File: src/rtl/cam_ddr_write_arbiter_if.sv
// DDR write-port bundle between the camera write arbiter and the DDR controller.
// The arbiter drives the request, address, length and data; the controller answers
// with per-word data requests and a finish pulse.
interface cam_ddr_write_arbiter_if #(
   parameter int ADDR_W = 25
);
   logic              wr_burst_req;
   logic [9:0]        wr_burst_len;
   logic [ADDR_W-1:0] wr_burst_addr;
   logic              wr_burst_data_req;
   logic [31:0]       wr_burst_data;
   logic              wr_burst_finish;

   modport master (
      output wr_burst_req,
      output wr_burst_len,
      output wr_burst_addr,
      output wr_burst_data,
      input  wr_burst_data_req,
      input  wr_burst_finish
   );

   modport slave (
      input  wr_burst_req,
      input  wr_burst_len,
      input  wr_burst_addr,
      input  wr_burst_data,
      output wr_burst_data_req,
      output wr_burst_finish
   );
endinterface

File: src/rtl/cam_ddr_write_arbiter.sv
// Round-robin DDR write-burst scheduler for two camera capture FIFOs.
// Each channel writes into its own double-buffered frame store; a vsync rising
// edge starts a new frame in the other bank and publishes the finished bank
// as the read bank for the display side.
module cam_ddr_write_arbiter #(
   parameter int BURST_LEN   = 64,
   parameter int FRAME_WORDS = 460800,
   parameter int CH0_BASE    = 0,
   parameter int CH1_BASE    = 1048576,
   parameter int ADDR_W      = 25,
   parameter int FIFO_AW     = 10
) (
   input  logic                   ddr_clk,
   input  logic                   rst_n,
   input  logic                   ch0_vsync,
   input  logic                   ch1_vsync,
   input  logic [FIFO_AW-1:0]     ch0_fifo_usedw,
   input  logic [FIFO_AW-1:0]     ch1_fifo_usedw,
   input  logic [31:0]            ch0_fifo_q,
   input  logic [31:0]            ch1_fifo_q,
   output logic                   ch0_fifo_rden,
   output logic                   ch1_fifo_rden,
   cam_ddr_write_arbiter_if.master ddr,
   output logic                   ch0_read_bank,
   output logic                   ch1_read_bank
);

   typedef enum logic [1:0] {S_IDLE, S_REQ, S_DATA, S_DONE} state_t;

   state_t            r_state;
   logic [1:0]        r_sync1;
   logic [1:0]        r_sync2;
   logic [1:0]        r_syncPrev;
   logic [1:0]        r_wb;
   logic [1:0]        r_readBank;
   logic [1:0]        r_pend;
   logic [31:0]       r_ptr [2];
   logic              r_grant;
   logic              r_lastGrant;
   logic              r_req;
   logic [ADDR_W-1:0] r_addr;

   logic [1:0]         w_vsync;
   logic [1:0]         w_fs;
   logic [1:0]         w_ready;
   logic [FIFO_AW-1:0] w_usedw [2];
   logic [ADDR_W-1:0]  w_addr [2];
   logic               w_pick;
   logic               w_inData;

   assign w_vsync   = {ch1_vsync, ch0_vsync};
   assign w_usedw[0] = ch0_fifo_usedw;
   assign w_usedw[1] = ch1_fifo_usedw;
   assign w_fs      = r_sync2 & ~r_syncPrev;

   // Readiness and next-burst address per channel. A channel whose frame start
   // is being applied this cycle is held off so its burst uses the new bank.
   always_comb begin
      w_ready   = 2'b00;
      w_addr[0] = '0;
      w_addr[1] = '0;
      for (int c = 0; c < 2; c++) begin
         w_ready[c] = (32'(w_usedw[c]) >= 32'(BURST_LEN)) &&
                      ((r_ptr[c] + 32'(BURST_LEN)) <= 32'(FRAME_WORDS)) &&
                      !w_fs[c];
         w_addr[c]  = ADDR_W'(((c == 0) ? 32'(CH0_BASE) : 32'(CH1_BASE)) +
                              (r_wb[c] ? 32'(FRAME_WORDS) : 32'd0) + r_ptr[c]);
      end
   end

   // On a tie the channel not served last wins; otherwise the only ready one.
   assign w_pick   = (&w_ready) ? ~r_lastGrant : w_ready[1];

   // The first data request can arrive while still in REQ, so that cycle pops too.
   assign w_inData = (r_state == S_REQ) || (r_state == S_DATA);

   assign ch0_fifo_rden = w_inData && ddr.wr_burst_data_req && !r_grant;
   assign ch1_fifo_rden = w_inData && ddr.wr_burst_data_req &&  r_grant;

   assign ddr.wr_burst_req  = r_req;
   assign ddr.wr_burst_len  = 10'(BURST_LEN);
   assign ddr.wr_burst_addr = r_addr;
   assign ddr.wr_burst_data = (r_state == S_DATA) ? (r_grant ? ch1_fifo_q : ch0_fifo_q) : 32'd0;

   assign ch0_read_bank = r_readBank[0];
   assign ch1_read_bank = r_readBank[1];

   // Two-flop vsync synchroniser plus a delayed copy for rising-edge detection.
   always_ff @(posedge ddr_clk or negedge rst_n) begin
      if (!rst_n) begin
         r_sync1    <= 2'b00;
         r_sync2    <= 2'b00;
         r_syncPrev <= 2'b00;
      end else begin
         r_sync1    <= w_vsync;
         r_sync2    <= r_sync1;
         r_syncPrev <= r_sync2;
      end
   end

   // Burst FSM together with the per-channel frame pointers and bank flags.
   always_ff @(posedge ddr_clk or negedge rst_n) begin
      if (!rst_n) begin
         r_state     <= S_IDLE;
         r_grant     <= 1'b0;
         r_lastGrant <= 1'b1;
         r_req       <= 1'b0;
         r_addr      <= '0;
         r_wb        <= 2'b00;
         r_readBank  <= 2'b11;
         r_pend      <= 2'b00;
         r_ptr[0]    <= 32'd0;
         r_ptr[1]    <= 32'd0;
      end else begin
         case (r_state)
            S_IDLE: begin
               if (|w_ready) begin
                  r_grant <= w_pick;
                  r_addr  <= w_addr[w_pick];
                  r_req   <= 1'b1;
                  r_state <= S_REQ;
               end
            end
            S_REQ: begin
               if (ddr.wr_burst_data_req) begin
                  r_req   <= 1'b0;
                  r_state <= S_DATA;
               end
            end
            S_DATA: begin
               if (ddr.wr_burst_finish) begin
                  r_state <= S_DONE;
               end
            end
            S_DONE: begin
               r_lastGrant <= r_grant;
               r_state     <= S_IDLE;
            end
            default: r_state <= S_IDLE;
         endcase

         for (int c = 0; c < 2; c++) begin
            if (r_state == S_DONE && r_grant == c[0]) begin
               if (r_pend[c] || w_fs[c]) begin
                  r_ptr[c]      <= 32'd0;
                  r_readBank[c] <= r_wb[c];
                  r_wb[c]       <= ~r_wb[c];
                  r_pend[c]     <= 1'b0;
               end else begin
                  r_ptr[c] <= r_ptr[c] + 32'(BURST_LEN);
               end
            end else if (w_fs[c]) begin
               if (r_state != S_IDLE && r_grant == c[0]) begin
                  r_pend[c] <= 1'b1;
               end else begin
                  r_ptr[c]      <= 32'd0;
                  r_readBank[c] <= r_wb[c];
                  r_wb[c]       <= ~r_wb[c];
               end
            end
         end
      end
   end

endmodule

File: src/flat_wrapper.sv
// flat-port wrapper written by rule: the top's interface ports become plain ports
module cam_ddr_write_arbiter_flat 
#(
   parameter int BURST_LEN   = 64,
   parameter int FRAME_WORDS = 460800,
   parameter int CH0_BASE    = 0,
   parameter int CH1_BASE    = 1048576,
   parameter int ADDR_W      = 25,
   parameter int FIFO_AW     = 10
)
  (ddr_clk, rst_n, ch0_vsync, ch1_vsync, ch0_fifo_usedw, ch1_fifo_usedw, ch0_fifo_q, ch1_fifo_q, ch0_fifo_rden, ch1_fifo_rden, ch0_read_bank, ch1_read_bank, ddr_wr_burst_req, ddr_wr_burst_len, ddr_wr_burst_addr, ddr_wr_burst_data, ddr_wr_burst_data_req, ddr_wr_burst_finish);
  cam_ddr_write_arbiter_if #(.ADDR_W(ADDR_W)) ddr_i ();
  input  logic ddr_clk;
  input  logic rst_n;
  input  logic ch0_vsync;
  input  logic ch1_vsync;
  input  logic [FIFO_AW-1:0] ch0_fifo_usedw;
  input  logic [FIFO_AW-1:0] ch1_fifo_usedw;
  input  logic [31:0] ch0_fifo_q;
  input  logic [31:0] ch1_fifo_q;
  output logic ch0_fifo_rden;
  output logic ch1_fifo_rden;
  output logic ch0_read_bank;
  output logic ch1_read_bank;
  output wire logic [$bits(ddr_i.wr_burst_req)-1:0] ddr_wr_burst_req;
  output wire logic [$bits(ddr_i.wr_burst_len)-1:0] ddr_wr_burst_len;
  output wire logic [$bits(ddr_i.wr_burst_addr)-1:0] ddr_wr_burst_addr;
  output wire logic [$bits(ddr_i.wr_burst_data)-1:0] ddr_wr_burst_data;
  input wire logic [$bits(ddr_i.wr_burst_data_req)-1:0] ddr_wr_burst_data_req;
  input wire logic [$bits(ddr_i.wr_burst_finish)-1:0] ddr_wr_burst_finish;
  assign ddr_wr_burst_req = ddr_i.wr_burst_req;
  assign ddr_wr_burst_len = ddr_i.wr_burst_len;
  assign ddr_wr_burst_addr = ddr_i.wr_burst_addr;
  assign ddr_wr_burst_data = ddr_i.wr_burst_data;
  assign ddr_i.wr_burst_data_req = ddr_wr_burst_data_req;
  assign ddr_i.wr_burst_finish = ddr_wr_burst_finish;
  cam_ddr_write_arbiter #(.BURST_LEN(BURST_LEN), .FRAME_WORDS(FRAME_WORDS), .CH0_BASE(CH0_BASE), .CH1_BASE(CH1_BASE), .ADDR_W(ADDR_W), .FIFO_AW(FIFO_AW)) u_core (.ddr_clk(ddr_clk), .rst_n(rst_n), .ch0_vsync(ch0_vsync), .ch1_vsync(ch1_vsync), .ch0_fifo_usedw(ch0_fifo_usedw), .ch1_fifo_usedw(ch1_fifo_usedw), .ch0_fifo_q(ch0_fifo_q), .ch1_fifo_q(ch1_fifo_q), .ch0_fifo_rden(ch0_fifo_rden), .ch1_fifo_rden(ch1_fifo_rden), .ddr(ddr_i), .ch0_read_bank(ch0_read_bank), .ch1_read_bank(ch1_read_bank));
endmodule
File: config.mk
export PLATFORM = sky130hd
export DESIGN_NAME = cam_ddr_write_arbiter_flat
export DESIGN_NICKNAME = d
export VERILOG_FILES = /design/src/rtl/cam_ddr_write_arbiter_if.sv /design/src/rtl/cam_ddr_write_arbiter.sv /design/src/flat_wrapper.sv
export SDC_FILE = /design/constraint.sdc
export NUM_CORES = 1
export LEC_CHECK = 0
export ABC_AREA = 1
export BUFFER_PORTS_ARGS = -buffer_cell sky130_fd_sc_hd__buf_2
export CAP_MARGIN = 20
export CORE_ASPECT_RATIO = 1.75
export CORE_MARGIN = 10
export CORE_UTILIZATION = 35
export CTS_CLUSTER_DIAMETER = 200
export DETAILED_ROUTE_END_ITERATION = 8
export GPL_TIMING_DRIVEN = 0
export HOLD_SLACK_MARGIN = 0.08
export MAX_ROUTING_LAYER = met4
export PLACE_DENSITY = 0.67
export SYNTH_ARGS = -nofsm -noshare
export SYNTH_HDL_FRONTEND = slang
export SYNTH_SLANG_ARGS = --single-unit
File: constraint.sdc
create_clock -name ddr_clk -period 2.89 [get_ports ddr_clk]
set_clock_uncertainty 0.15 [all_clocks]
set_input_delay 0.578 -clock ddr_clk [delete_from_list [all_inputs] [get_ports ddr_clk]]
set_output_delay 0.578 -clock ddr_clk [all_outputs]
set_load 0.03 [all_outputs]
; Word-level counts from Yosys, hierarchy flattened
; Index checks and enable logic that the tools add are counted.
[word_totals]
romBits = 0
mem_count = 0
wordCells = 125
ram_bits = 0
latchBits = 0
out_inout_bits = 72
in_bits = 90
reg_bits = 106
[classes]
n_eq_ne = 10
muxes = 47
shift = 0
reduce_logical = 35
n_div = 0
bitwise = 7
magnitude_cmp = 5
n_addsub = 5
multipliers = 0
[op_table]
columns = operator, count
row1 = 32-bit 2-to-1 mux, 10
row2 = 25-bit 2-to-1 mux, 3
row3 = "32-bit by 7-bit adder with 32-bit output, second input constant", 2
row4 = "32-bit by 19-bit <= comparator with 1-bit output, second input constant", 2
row5 = 25-bit adder, 2
row6 = 19-bit 2-to-1 mux, 2
row7 = 1-bit 2-to-1 mux, 27
row8 = "21-bit by 25-bit adder with 25-bit output, first input constant", 1
row9 = "10-bit by 7-bit greater-or-equal comparator with 1-bit output, second input constant", 2
row10 = 3-bit AND reduction, 6
row11 = 2-bit nonzero test, 6
row12 = 1-bit logical AND, 11
row13 = "2-bit inequality test, second input constant", 4
row14 = 2-bit one-hot mux with 4 select lines, 1
row15 = 2-bit AND reduction, 4
row16 = 2-bit 2-to-1 mux, 3
row17 = "2-bit by 1-bit inequality test with 1-bit output, second input constant", 3
row18 = "2-bit equality test, second input constant", 2
row19 = 1-bit inverter, 4
row20 = 1-bit zero test, 3
row21 = 1-bit logical OR, 3
row22 = 2-bit AND, 1
row23 = "2-bit by 1-bit equality test with 1-bit output, second input constant", 1
row24 = "2-bit greater-or-equal comparator, second input constant", 1
row25 = other kinds (5), 5

; Logic depth before layout (Yosys ltp)
[logic_depth]
depth_word = 10
depth_mapped = 18
mapped_depth_nobuf = 17

; Worst setup path after synthesis
; OpenSTA, ideal clock, no wires.
[synth_timing]
path_kind = register -> output
from = reg u_core.r_grant
to = out ch1_fifo_rden
t_required_ps = 2162
slack_ps = 509
path_stages_with_launch = 5
n_path_buf = 2
t_arrival_ps = 1653
path_cell_list = dfrtp_1 clkbuf_1 inv_1 clkbuf_1 nor3_1
[synth_via]
elab_chain_cells = 1
[synth_rtl]
columns = element, line_no
row1 = "start, declared", cam_ddr_write_arbiter.sv:38  ; logic r_grant;
row2 = "start signal, assigned", cam_ddr_write_arbiter.sv:118  ; r_grant <= w_pick;
row3 = 1-bit logical AND, cam_ddr_write_arbiter.sv:78  ; assign ch1_fifo_rden = w_inData && ddr.wr_burst_data_req && r_grant;
row4 = "end, declared", flat_wrapper.sv:22  ; output logic ch1_fifo_rden;
; Every way passes these cells.

; Worst setup path after layout
[layout_timing]
from = reg u_core.r_ptr[7] (netlist name)
to = reg u_core.r_addr[11] (netlist: u_core.ddr.wr_burst_addr[11])
[layout_via]
elab_chain_cells = 10
word_cells_on_any_way = 13
classes_between = add/sub: 2 / order compare: 1 / mux: 4 / bitwise: 1 / reduce/logical: 5
[layout_rtl]
columns = element, line_no
row1 = "start, declared", cam_ddr_write_arbiter.sv:37  ; logic [31:0] r_ptr [2];
row2 = "start signal, assigned by index", cam_ddr_write_arbiter.sv:150  ; r_ptr[c] <= r_ptr[c] + 32'(BURST_LEN);
row3 = 32-bit by 7-bit adder with 32-bit output, cam_ddr_write_arbiter.sv:64  ; ((r_ptr[c] + 32'(BURST_LEN)) <= 32'(FRAME_WORDS)) &&
row4 = 32-bit by 19-bit <= comparator with 1-bit output, cam_ddr_write_arbiter.sv:64
row5 = 1-bit logical AND, cam_ddr_write_arbiter.sv:63  ; w_ready[c] = (32'(w_usedw[c]) >= 32'(BURST_LEN)) &&
row6 = 1-bit logical AND, cam_ddr_write_arbiter.sv:64
row7 = 2-bit AND reduction, cam_ddr_write_arbiter.sv:72  ; assign w_pick = (&w_ready) ? ~r_lastGrant : w_ready[1];
row8 = 1-bit 2-to-1 mux, cam_ddr_write_arbiter.sv:72
row9 = 1-bit inverter with 2-bit output (implied by the code), cam_ddr_write_arbiter.sv:119  ; r_addr <= w_addr[w_pick];
row10 = 25-bit 2-to-1 mux (implied by the code) (3 in a row), cam_ddr_write_arbiter.sv:119
row11 = "end signal, assigned", cam_ddr_write_arbiter.sv:119
row12 = "end, declared", cam_ddr_write_arbiter.sv:41  ; logic [ADDR_W-1:0] r_addr;
; Several ways; a longest one is shown, not always the timed one. The select of a mux whose other input is x is not followed.
; A chain may end at the register's enable or synchronous reset.

==> impl_metrics.py <==
metrics = {
    "outcome": {
        "status": "finished, final reports clean",
    },
    "worst_setup_path": {
        "cp_max_fo": 10,
        "cp-start-kind": "flip-flop",
        "timing.rr.start": "u_core.r_ptr[7]",
        "end_kind": "flip-flop",
        "r2r_cells": 13,
        "rrSetupSlack_ns": 0.15,
        "required_ns": 3.02,
        "r2r-end": "u_core.ddr.wr_burst_addr[11]",
        "worstPathArrival_ns": 2.87,
        "crit_type": "reg -> reg",
    },
    "drt": {
        "vias": 6492,
        "drt_iter0_drc": 346,
        "wire_per_inst_um": 15.35,
        "maxUsedRoutingLayer": "met4",
        "routed_wl_um": 20500,
        "wl_met2_um": 11510,
        "met3_length_um": 727,
        "drt-met1-wl_um": 7166,
        "post-route-drc-count": 0,
        "postRouteAntennaNets": 0,
        "first_pass_iters": 6,
        "vias_per_cell": 4.863,
    },
    "power": {
        "p_comb_share_pct": 49.7,
        "ir_drop_mv": 0.3647,
        "power_frac_clock_pct": 21.6,
        "p_seq_share_pct": 28.8,
        "swShare_pct": 47.17,
        "power_mw": 5.623,
        "p_sw_mw": 2.652,
        "cellPowerDensity_mw_per_mm2": 725.4,
        "power.leakage_nw": 3.817,
        "internal-power_mw": 2.971,
    },
    "timing": {
        "relSlewSlack_pct": 62.30,
        "timing.final.crit_share_pct": 94.95,
        "fin_ws_ns": 0.1460,
        "max_freq_mhz": 364.4,
        "hold_violations": 0,
        "worstMarginPinSlew_ns": 0.5656,
        "slew_viol_final": 0,
        "period_needed_ns": 2.744,
        "finalSetupViolations": 0,
    },
    "placement": {
        "gp_congestion": 0.9678,
        "dp_hpwl_um": 16900,
        "pre_cts_slack_ns": -0.2102,
        "port_buffers": 133,
    },
    "yosys": {
        "ys_warn_count": 0,
        "synth_cell_types": 35,
        "ys_seq_elements": 88,
        "synth_top_area_cell": "dfrtp_1",
        "yosys.area_share.simple_pct": 35.85,
        "synth_compound_area_share_pct": 9.868,
        "synth_cells": 930,
        "synth.top_cell.area_share_pct": 34.03,
        "avgSynthCellArea_um2": 6.722,
        "synthAdderAreaFrac_pct": 3.603,
        "synthTopCellsByArea": "dfrtp_1 (34%), nand2_1 (16%), nor2_1 (8.6%), nand3_1 (6.6%), inv_1 (5.8%)",
        "seq_area_frac_synth_pct": 35.29,
        "synth_xor_area_share_pct": 5.324,
        "syn-cell-area_mm2": 0.006251,
        "synthMuxAreaShare_pct": 0,
        "synth_top_family_by_area": "simple AND/OR/NAND/NOR gates",
    },
    "layout": {
        "n_antenna_cell": 0,
        "layout.nets": 1207,
        "fin_util_pct": 44.20,
        "syn_to_final_growth_pct": 24.00,
        "drive_gt1_share_pct": 21.29,
    },
    "floorplanning": {
        "ios": 162,
        "fp.coreArea_mm2": 0.01754,
        "die_h_um": 196.8,
        "num_rows": 64,
        "die_area_mm2": 0.02382,
        "die_x_um": 121.0,
        "start_util_pct": 35.64,
    },
    "worst_hold_path": {
        "worstHoldStart": "ch1_vsync",
        "min_to": "u_core.r_sync1[1]",
        "min_path_type": "in -> reg",
        "holdPathStages": 1,
    },
    "global_routing": {
        "grt.total_usage_pct": 17.41,
        "grt_max_degree": 56,
        "grt_pass1_wl_um": 32380,
        "antenna_found_initial": 0,
        "grt_pass1_vias": 6456,
        "grt.overflow.total": 0,
    },
    "clock_network": {
        "cts_tree": "done",
        "cts.sinks": 88,
        "path_clk_slew_ns": 0.07,
        "cts-root-buf": "clkbuf_16",
        "clk_path_buf_depth": 2,
        "numCtsBuffers": 9,
        "h-tree-depth": 3,
        "clock_latency_ns": 0.35,
    },
    "run": {
        "max_cap_viol_count": 0,
    },
}
[critical path, cell delays in order, from the launching register on]
cell     delay, ns
dfrtp_1       0.38
ha_2          0.22
nand2_2       0.08
nor2_4        0.20
nand3_1       0.17
nor2_1        0.18
xor2_1        0.20
nand3_1       0.14
nor2_4        0.16
nand3_4       0.14
a21oi_4       0.28
buf_6         0.18
nand3_1       0.12
nand2_1       0.08
[layout make-up]
cell class,instances,area (um2)
Clock buffer,10,239.0
Buffer,41,246.5
Sequential cell,88,2212
Multi-Input combinational cell,713,3540
Tap cell,231,289.0
Timing Repair Buffer,144,770.7
Inverter,102,387.9
Fill cell,1835,9786
Clock inverter,6,66.31
[routing by layer]
metal	global-route usage (%)	vias up
met4	10.23	0
li1	-	3279
met3	2.633	60
met5	-	-
met2	32.66	170
met1	16.07	2983
[Yosys cell counts]
cell type  count
xnor2_1        5
o22ai_1       25
buf_1          3
nand3_4        1
dfstp_2        3
o21bai_1       1
buf_4         18
o31ai_1        1
and2_1         1
dfrtp_1       85
a21oi_1       13
xor2_1        33
nor2_2         7
nor2_1       144
o21ai_1        4
buf_6          2
nand2_4        1
nor3_1         7
nand3_2        3
conb_1         2
nand2_1      259
ha_1          18
o21ai_0       67
nand3b_1       1
clkinv_2       1
nand2_2        4
clkbuf_1      17
nand4_1       11
nand3_1       83
inv_2          4
inv_1         97
nor2_4         6
o221ai_1       1
buf_2          1
a21oi_4        1
[logic make-up (layout without fill, tap and decap cells)]
family / count (synthesis) / count (layout)
AOI/OAI and AO/OA: 113 / 113
xor gates and xnor gates: 38 / 38
adders and majority gates: 18 / 18
buffers and inverters: 143 / 303
DFF: 88 / 88
other: 2 / 16
and+or+nand+nor: 528 / 528
[through the flow]
stage	instances	instance area, um2	hold WS, ns	TNS, ns
after floorplan	944	6304	0.1324	0
after global placement	1308	7258	0.1855	-1.231
after detailed placement	1310	7293	0.2011	-1.653
after CTS	1331	7674	0.1734	0
after global routing	1335	7751	0.1822	-0.01715
final	1335	7751	0.1822	0
[registers in the layout, summed over array words and instances, names as in the netlist]
name                      count
u_core.ddr.wr_burst_req       1
u_core.r_readBank             2
u_core.ddr.wr_burst_addr     19
u_core.r_pend                 2
u_core.r_sync2                2
u_core.r_ptr                 52
u_core.r_lastGrant            1
u_core.r_sync1                2
u_core.r_state                2
u_core.r_wb                   2
u_core.r_grant                1
u_core.r_syncPrev             2
[cell usage in the layout (no fill, tap or decap), types with 8 or more instances in the layout]
cell | synthesis | layout
nand2_1 | 259 | 259
nor2_1 | 144 | 137
buf_2 | 1 | 134
inv_1 | 97 | 97
nand3_1 | 83 | 80
dfrtp_1 | 85 | 80
o21ai_0 | 67 | 67
xor2_1 | 33 | 33
buf_4 | 18 | 27
o22ai_1 | 25 | 25
ha_1 | 18 | 16
conb_1 | 2 | 16
clkbuf_1 | 17 | 13
a21oi_1 | 13 | 13
nor2_2 | 7 | 12
nand4_1 | 11 | 11
clkbuf_16 | 0 | 9
nor2_4 | 6 | 8
[power groups by stage]
stage                     Combinational [mW]  Sequential, mW  Clock, mW
after CTS                               2.76            1.63       1.24
after global routing                    3.07            1.65       1.28
final                                   2.79            1.62       1.21
after detailed placement                2.71            1.66          0
after global placement                  2.68            1.65          0
after floorplan                         1.61            1.87          0
[worst max path at each step]
stage,slack (ns),cells past startpoint,to,from
2_1_floorplan,0.51,4,ch1_fifo_rden,u_core.r_grant
3_3_place_gp,-0.18,15,u_core.ddr.wr_burst_addr[24],u_core.r_ptr[6]
3_5_place_dp,-0.21,15,u_core.ddr.wr_burst_addr[24],u_core.r_ptr[6]
4_1_cts,0.004,16,u_core.ddr.wr_burst_addr[22],u_core.r_ptr[39]
5_1_grt,-0.009,17,u_core.ddr.wr_burst_addr[9],u_core.r_ptr[39]
6_report,0.15,13,u_core.ddr.wr_burst_addr[11],u_core.r_ptr[7]
[repair_timing]
item                                    in CTS  in global routing
endpoints found under the setup margin      21                 40
hold buffers                                 1                  0
buffers inserted                             4                  4
gates resized for setup                      9                 24
gates cloned                                 0                  0
pin swaps                                    2                  3
hold endpoints to repair                    30                  0
Note: power is estimated with default switching activity, not from simulation.
